### src/rtl/flag_fifo_pkg.sv
// flag_fifo_pkg: shared width derivations and almost-full threshold helper for flag_fifo
package flag_fifo_pkg;
    localparam int DEF_WIDTH = 32;
    localparam int DEF_DEPTH = 16;
    localparam int DEF_AF_MARGIN = 2;
    function automatic int clog2(input int n);
        int r = 0;
        while ((1 << r) < n) r++;
        return r;
    endfunction
    function automatic int ptr_w(input int depth);
        return clog2(depth);
    endfunction
    // Count needs one extra bit so that DEPTH itself is representable.
    function automatic int cnt_w(input int depth);
        return clog2(depth) + 1;
    endfunction
    function automatic int af_level(input int depth, input int margin);
        return depth - margin;
    endfunction
endpackage

### src/rtl/flag_fifo_ram.sv
// fifo_ram: DEPTH x WIDTH simple dual-port RAM, sync write, registered read
// Ports: clk, reset (clears only the read register), we/waddr/wdata write port,
//        re/raddr read request, rdata registered read data (holds when re is low).
module fifo_ram import flag_fifo_pkg::*; #(
    parameter int WIDTH = DEF_WIDTH,
    parameter int DEPTH = DEF_DEPTH
) (
    input  logic                      clk,
    input  logic                      reset,
    input  logic                      we,
    input  logic [ptr_w(DEPTH)-1:0]   waddr,
    input  logic [WIDTH-1:0]          wdata,
    input  logic                      re,
    input  logic [ptr_w(DEPTH)-1:0]   raddr,
    output logic [WIDTH-1:0]          rdata
);
    logic [WIDTH-1:0] mem [DEPTH];
    always_ff @(posedge clk) begin
        if (we) mem[waddr] <= wdata;
    end
    always_ff @(posedge clk or posedge reset) begin
        if (reset) rdata <= '0;
        else if (re) rdata <= mem[raddr];
    end
endmodule

### src/rtl/flag_fifo.sv
// flag_fifo: single-clock FIFO with registered empty/full/almost_full and sticky error flags
// Ports: clk, reset (async, active-high); wr_en/din write side; rd_en read side;
//        dout/dout_valid registered read data; empty/full/almost_full/count status;
//        overflow/underflow sticky rejected-write/rejected-read flags.
module flag_fifo import flag_fifo_pkg::*; #(
    parameter int WIDTH = DEF_WIDTH,
    parameter int DEPTH = DEF_DEPTH,
    parameter int AF_MARGIN = DEF_AF_MARGIN
) (
    input  logic                      clk,
    input  logic                      reset,
    input  logic                      wr_en,
    input  logic [WIDTH-1:0]          din,
    input  logic                      rd_en,
    output logic [WIDTH-1:0]          dout,
    output logic                      dout_valid,
    output logic                      empty,
    output logic                      full,
    output logic                      almost_full,
    output logic [cnt_w(DEPTH)-1:0]   count,
    output logic                      overflow,
    output logic                      underflow
);
    localparam int AW = ptr_w(DEPTH);
    localparam int CW = cnt_w(DEPTH);
    logic [AW-1:0] wptr, rptr;
    logic [CW-1:0] count_next;
    logic wa, ra;
    // Acceptance looks only at registered flags: no read-to-write bypass.
    assign wa = wr_en & ~full;
    assign ra = rd_en & ~empty;
    assign count_next = count + CW'(wa) - CW'(ra);
    fifo_ram #(.WIDTH(WIDTH), .DEPTH(DEPTH)) u_ram (
        .clk(clk),
        .reset(reset),
        .we(wa),
        .waddr(wptr),
        .wdata(din),
        .re(ra),
        .raddr(rptr),
        .rdata(dout)
    );
    // Flags derive from count_next so they update on the same edge as count.
    always_ff @(posedge clk or posedge reset) begin
        if (reset) begin
            wptr        <= '0;
            rptr        <= '0;
            count       <= '0;
            empty       <= 1'b1;
            full        <= 1'b0;
            almost_full <= 1'b0;
            dout_valid  <= 1'b0;
            overflow    <= 1'b0;
            underflow   <= 1'b0;
        end else begin
            wptr        <= wptr + AW'(wa);
            rptr        <= rptr + AW'(ra);
            count       <= count_next;
            empty       <= count_next == '0;
            full        <= count_next == CW'(DEPTH);
            almost_full <= count_next >= CW'(af_level(DEPTH, AF_MARGIN));
            dout_valid  <= ra;
            overflow    <= overflow | (wr_en & full);
            underflow   <= underflow | (rd_en & empty);
        end
    end
endmodule

### config.mk
export PLATFORM = sky130hd
export DESIGN_NAME = flag_fifo
export DESIGN_NICKNAME = d
export VERILOG_FILES = /design/src/rtl/flag_fifo_pkg.sv /design/src/rtl/flag_fifo_ram.sv /design/src/rtl/flag_fifo.sv
export SDC_FILE = /design/constraint.sdc
export NUM_CORES = 1
export LEC_CHECK = 0
export BUFFER_PORTS_ARGS = -buffer_cell sky130_fd_sc_hd__buf_2
export CORE_UTILIZATION = 35
export DETAILED_ROUTE_END_ITERATION = 16
export GPL_TIMING_DRIVEN = 0
export RECOVER_POWER = 100
export SETUP_SLACK_MARGIN = 0.05
export SKIP_LAST_GASP = 1
export SYNTH_ARGS = -nofsm -noshare
export SYNTH_HDL_FRONTEND = slang
export SYNTH_SLANG_ARGS = --single-unit
export TNS_END_PERCENT = 30
### constraint.sdc
create_clock -name clk -period 6.4 [get_ports clk]
set_input_delay 0.64 -clock clk [delete_from_list [all_inputs] [get_ports clk]]
set_output_delay 0.64 -clock clk [all_outputs]
set_load 0.02 [all_outputs]
# [After elaboration in Yosys (flattened, before gate mapping)]
# Memory sizes are Yosys's and may differ from the RTL's. A register that Yosys moved wholly into a read port is not among the register bits.
# Index checks and enable logic that the tools add are counted.
[classes] addsub=4 n_lt_le_gt_ge=1 eq_ne=1 mux=2 bitwise_logic=8 reduce_logical=1
[op_table] operator="4-bit by 1-bit adder with 4-bit output" n=2
[op_table] operator="5-bit by 1-bit adder with 5-bit output" n=1
[op_table] operator="5-bit equality test, second input constant" n=1
[op_table] operator="5-bit by 4-bit greater-or-equal comparator with 1-bit output, second input constant" n=1
[op_table] operator="5-bit logical NOT" n=1
[op_table] operator="5-bit by 1-bit subtractor with 5-bit output" n=1
[op_table] operator="1-bit bitwise AND" n=4
[op_table] operator="1-bit two-way mux" n=2
[op_table] operator="1-bit NOT" n=2
[op_table] operator="1-bit bitwise OR" n=2
[word_totals] register_bits=19 ram_bits=512 input_bits=36 output_inout_bits=43 elab_cells=27 n_memories=1
[mem_list] name="u_ram.mem" depth=16 width=32 read_ports=1 rd_ports_with_merged_regs=1 write_ports=1 line_no="flag_fifo_ram.sv:17" source="logic [WIDTH-1:0] mem [DEPTH];"

# [Longest topological paths before layout]
[logic_depth] ltp_word=5 depth_mapped=12 ltp_nobuf=11

# [Modules after synthesis]
# From an unflattened synthesis, not the netlist that was laid out.
[hier_totals] cells_unflattened=935 hier_area_um2=21538.2
[by_module_without_submodules] mod="fifo_ram" instances=1 cells_per_inst=877 area_per_inst_um2=20724.9 seq_area_each_um2=16175.5
[by_module_without_submodules] mod="flag_fifo" instances=1 cells_per_inst=58 area_per_inst_um2=813.3 seq_area_each_um2=476.7

# [Worst setup path before layout]
# OpenSTA, ideal clock, no wires.
[synth_path] path_kind="input to register" startpoint="in wr_en" endpoint="mem u_ram.mem[0][0] (netlist bit), enable pin" t_arrival_ns=3.658 required_ns=5.939 slack_ns=2.281 cell_stages=4 path_buffers=1 path_cell_list="nor2b_1 clkbuf_1 or3b_2 nor3_1"
[synth_between] elab_chain_len=3
[synth_rtl] element="from (decl)" line_no="flag_fifo.sv:12" source="input logic wr_en,"
[synth_rtl] element="1-bit bitwise AND" line_no="flag_fifo.sv:30" source="assign wa = wr_en & ~full;"
[synth_rtl] element="1-bit two-way mux" line_no="flag_fifo_ram.sv:19" source="if (we) mem[waddr] <= wdata;"
[synth_rtl] element="1-bit two-way mux (implied by the code)" line_no="flag_fifo_ram.sv:19"
[synth_rtl] element="to (decl)" line_no="flag_fifo_ram.sv:17"
# No other way between the ends.

# [Worst setup path after layout]
[layout_path] startpoint="reg full" endpoint="mem u_ram.mem[9][8] (netlist bit), enable pin"
[layout_between] elab_chain_len=4
[layout_rtl] element="from (decl)" line_no="flag_fifo.sv:18" source="output logic full,"
[layout_rtl] element="from (signal assigned)" line_no="flag_fifo.sv:60" source="full <= count_next == CW'(DEPTH);"
[layout_rtl] element="1-bit NOT" line_no="flag_fifo.sv:30"
[layout_rtl] element="1-bit bitwise AND" line_no="flag_fifo.sv:30"
[layout_rtl] element="1-bit two-way mux" line_no="flag_fifo_ram.sv:19"
[layout_rtl] element="1-bit two-way mux (implied by the code)" line_no="flag_fifo_ram.sv:19"
# No other way between the ends.

==> qor.yml <==
cts:
  clockBufferDepth: 3
  cts_root_buf: "clkbuf_16"
  clkTransAtPathRegs_ps: 60
  cts_max_level: 2
  ctsResizeCount: 0
  clkSinkCount: 563
  cts_tree: "done"
  numCtsBuffers: 53
  cts_setup_buffers: 0
  hold_buffers: 0
  clkLatencyLatePin_ps: 600
route:
  via_per_inst: 5.10
  drt-initial-drc-count: 1224
  post_drt_wl_per_cell_um: 24.1
  dr_total_vias: 11500
  dr.pass1.iters: 5
  ant_nets: 0
  route.detailed.drc: 0
  drt-total-wl_mm: 54.0
sta:
  rsz0062_at_grt: "false"
  relSlewSlack_pct: -107
  finalCriticalPeriod_ps: 4350
  hold_violations: 0
  setup-violations-final: 0
  period_share_pct: 68.0
  worst_clock_skew_ps: 26.2
  slew_violations: 315
  max_freq_mhz: 230
  worst_pin_slew_ps: 3090
logic_synthesis:
  postSynthNetCount: 1247
  ys_async_sr_fraction_pct: 9.06
  synth_compound_area_share_pct: 4.44
  yosysSeqAreaShare_pct: 76.4
  ys_seq_elements: 563
  synth_fa_ha_area_share_pct: 0.494
  muxShareOfSynthArea_pct: 12.2
  yosysWarnings: 0
  synth_top_family_by_area: "multiplexers"
  yosys.area_share.simple_pct: 4.28
  synthXorXnorAreaFrac_pct: 0.322
  avgSynthCellArea_um2: 18.1
  synth.distinct_cells: 38
  netlist_area_um2: 21800
  synth_cells: 1203
  synth-edff-count: 512
  synthFlopType: "edfxtp_1"
die:
  die_h_um: 251
  dieArea_um2: 63200
  core-area_um2: 61600
  rows: 91
  io_pins: 79
  fp.dieW_um: 251
  start_util_pct: 35.4
place:
  place_area_um2: 23800
  dp_hpwl_mm: 34.2
  gp_congestion: 0.778
  port_buffers: 78
worst_setup_path:
  crit_top_cell: "clkbuf_1"
  cp-start-kind: "flip-flop"
  cp_data_required_time_ps: 6580
  r2r_cells: 5
  path_class: "reg -> reg"
  r2r_setup_slack_ps: 2050
  critical-path-top-delay-family: "simple AND/OR/NAND/NOR gates"
  r2r-end: "u_ram.mem[9][8]"
  path_buf_inv: 2
  path_cells: "nor2b_1, clkbuf_1, nand3b_1, nor2_1, clkbuf_1"
  slowest_delay_ps: 1690
  cp_slowest_cell: "nor2_1"
  worst_setup_path_end_kind: "flip-flop"
  worstPathMaxFanout: 18
  rr_startpoint: "full"
  critPathArrivalTime_ps: 4530
global_routing:
  grt_pass1_wl_mm: 78.8
  gr-total-overflow: 0
  grt_max_degree: 52
  antenna_found_initial: 2
  grt_usage_pct: 17.2
  first_global_vias: 11700
outcome:
  outcome: "complete, but fails checks"
  violations: "max-capacitance violations, max-slew violations"
worst_hold_path:
  hp-start: "wr_en"
  min_path_cells: 2
  hp-class: "in -> reg"
  hold_path_end: "overflow"
cells_and_area:
  antenna_cells: 0
  stdcell_area_um2: 24900
  drive_above_1_share_pct: 11.9
  nNetsFinal: 1408
  postLayoutCoreUtil_pct: 40.5
  areaGrowthSynthToFinish_pct: 14.4
job:
  drv_cap: 17
pwr:
  powerDensity_nw_per_um2: 459
  p_leak_nw: 8.39
  irDropWorstVdd_mv: 0.285
## cell usage after synthesis, types with 19 or more instances
cell      instances  area share (%)
nor3_1           22            0.51
nand2_1          33            0.57
nor2_1           67             1.2
nor2b_1          22            0.63
a21oi_1          30            0.69
buf_2            30            0.69
a22oi_1          28            0.96
clkbuf_1         24            0.41
mux4_2           36             3.7
mux2i_1         184             8.5
dfrtp_1          50             5.7
o22ai_1          19            0.55
nor4_1           19            0.55
edfxtp_1        512              71
## power breakdown
group / internal [W] / switching (W) / total (W) / leakage, nW
sequential: 0.00457 / 0.000201 / 0.00477 / 5.22
clock: 0.00178 / 0.00131 / 0.00308 / 0.826
combinational: 0.00124 / 0.00234 / 0.00358 / 2.35
total: 0.00759 / 0.00385 / 0.0114 / 8.39
## cell families after synthesis
family / count (synthesis)
flops: 563
mux: 220
simple gates: 196
compound gates: 128
buf+inv: 80
xor+xnor: 8
fa+ha+maj: 8
## routing by layer
metal / global-route usage (%) / part of all wire, %
met1: 23.2 / 43
met2: 28.1 / 48
met3: 3.87 / 7.4
met4: 4.34 / 2.0
met5: 0 / 0.050
## cells in the final DEF (no fill, tap or decap), types with 6 or more instances in the layout
master and n:
nor4_1 19, clkbuf_16 54, nor2b_1 22, a21oi_1 30, clkinv_1 10, a22oi_1 28, a2111oi_2 16, buf_2 29
o21ai_0 15, nor3_1 22, mux2i_1 184, mux4_2 36, nand2b_1 6, clkbuf_1 151, buf_4 7, inv_1 10
nand2_1 33, nor2_1 67, nand3_1 17, dfrtp_1 50, clkinv_2 7, o22ai_1 19, a32oi_1 14, edfxtp_1 512
ha_1 7
## worst reg2reg max path: stages (launching register included)
cell and delay [ps]:
dfrtp_1 390, nor2b_1 170, clkbuf_1 310, nand3b_1 210, nor2_1 1690, clkbuf_1 1170
## how the worst max path moves through the flow
stage | startpoint | to | slack (ps) | cells after the start
after floorplan | wr_en | u_ram.mem[0][0] | 2280 | 4
after global placement | wr_en | u_ram.mem[8][3] | -700 | 5
after detailed placement | rd_en | full | 2140 | 12
after CTS | empty | full | 2250 | 12
after global routing | full | u_ram.mem[9][6] | 1790 | 5
final | full | u_ram.mem[9][8] | 2050 | 5
## stage by stage
stage	worst slack, ps	total power (W)	cells	TNS [ps]	hold WS [ps]
final	2050	0.0114	2244	0	286
after global routing	1790	0.0119	2244	0	268
after CTS	2250	0.0117	2244	0	258
after detailed placement	2140	0.00861	2146	0	445
after global placement	-701	0.00845	2118	-77660	433
after floorplan	2280	0.00720	1203	0	473
## state kept, by name (all words and copies together), names as in the netlist
signal       flops
underflow        1
count            5
rptr             4
overflow         1
almost_full      1
u_ram.mem      512
wptr             4
u_ram.rdata     32
dout_valid       1
full             1
empty            1
## cell type report
| class | instances | area, um^2 |
|---|---|---|
| fill | 5564 | 36700 |
| inverter | 11 | 42.5 |
| clock buffer | 74 | 1450 |
| buffer | 69 | 355 |
| sequential | 563 | 16700 |
| tap | 837 | 1050 |
| multi-input combinational | 560 | 4730 |
| clock inverter | 24 | 248 |
| timing repair buffer | 106 | 402 |
(Power assumes the default switching activity.)
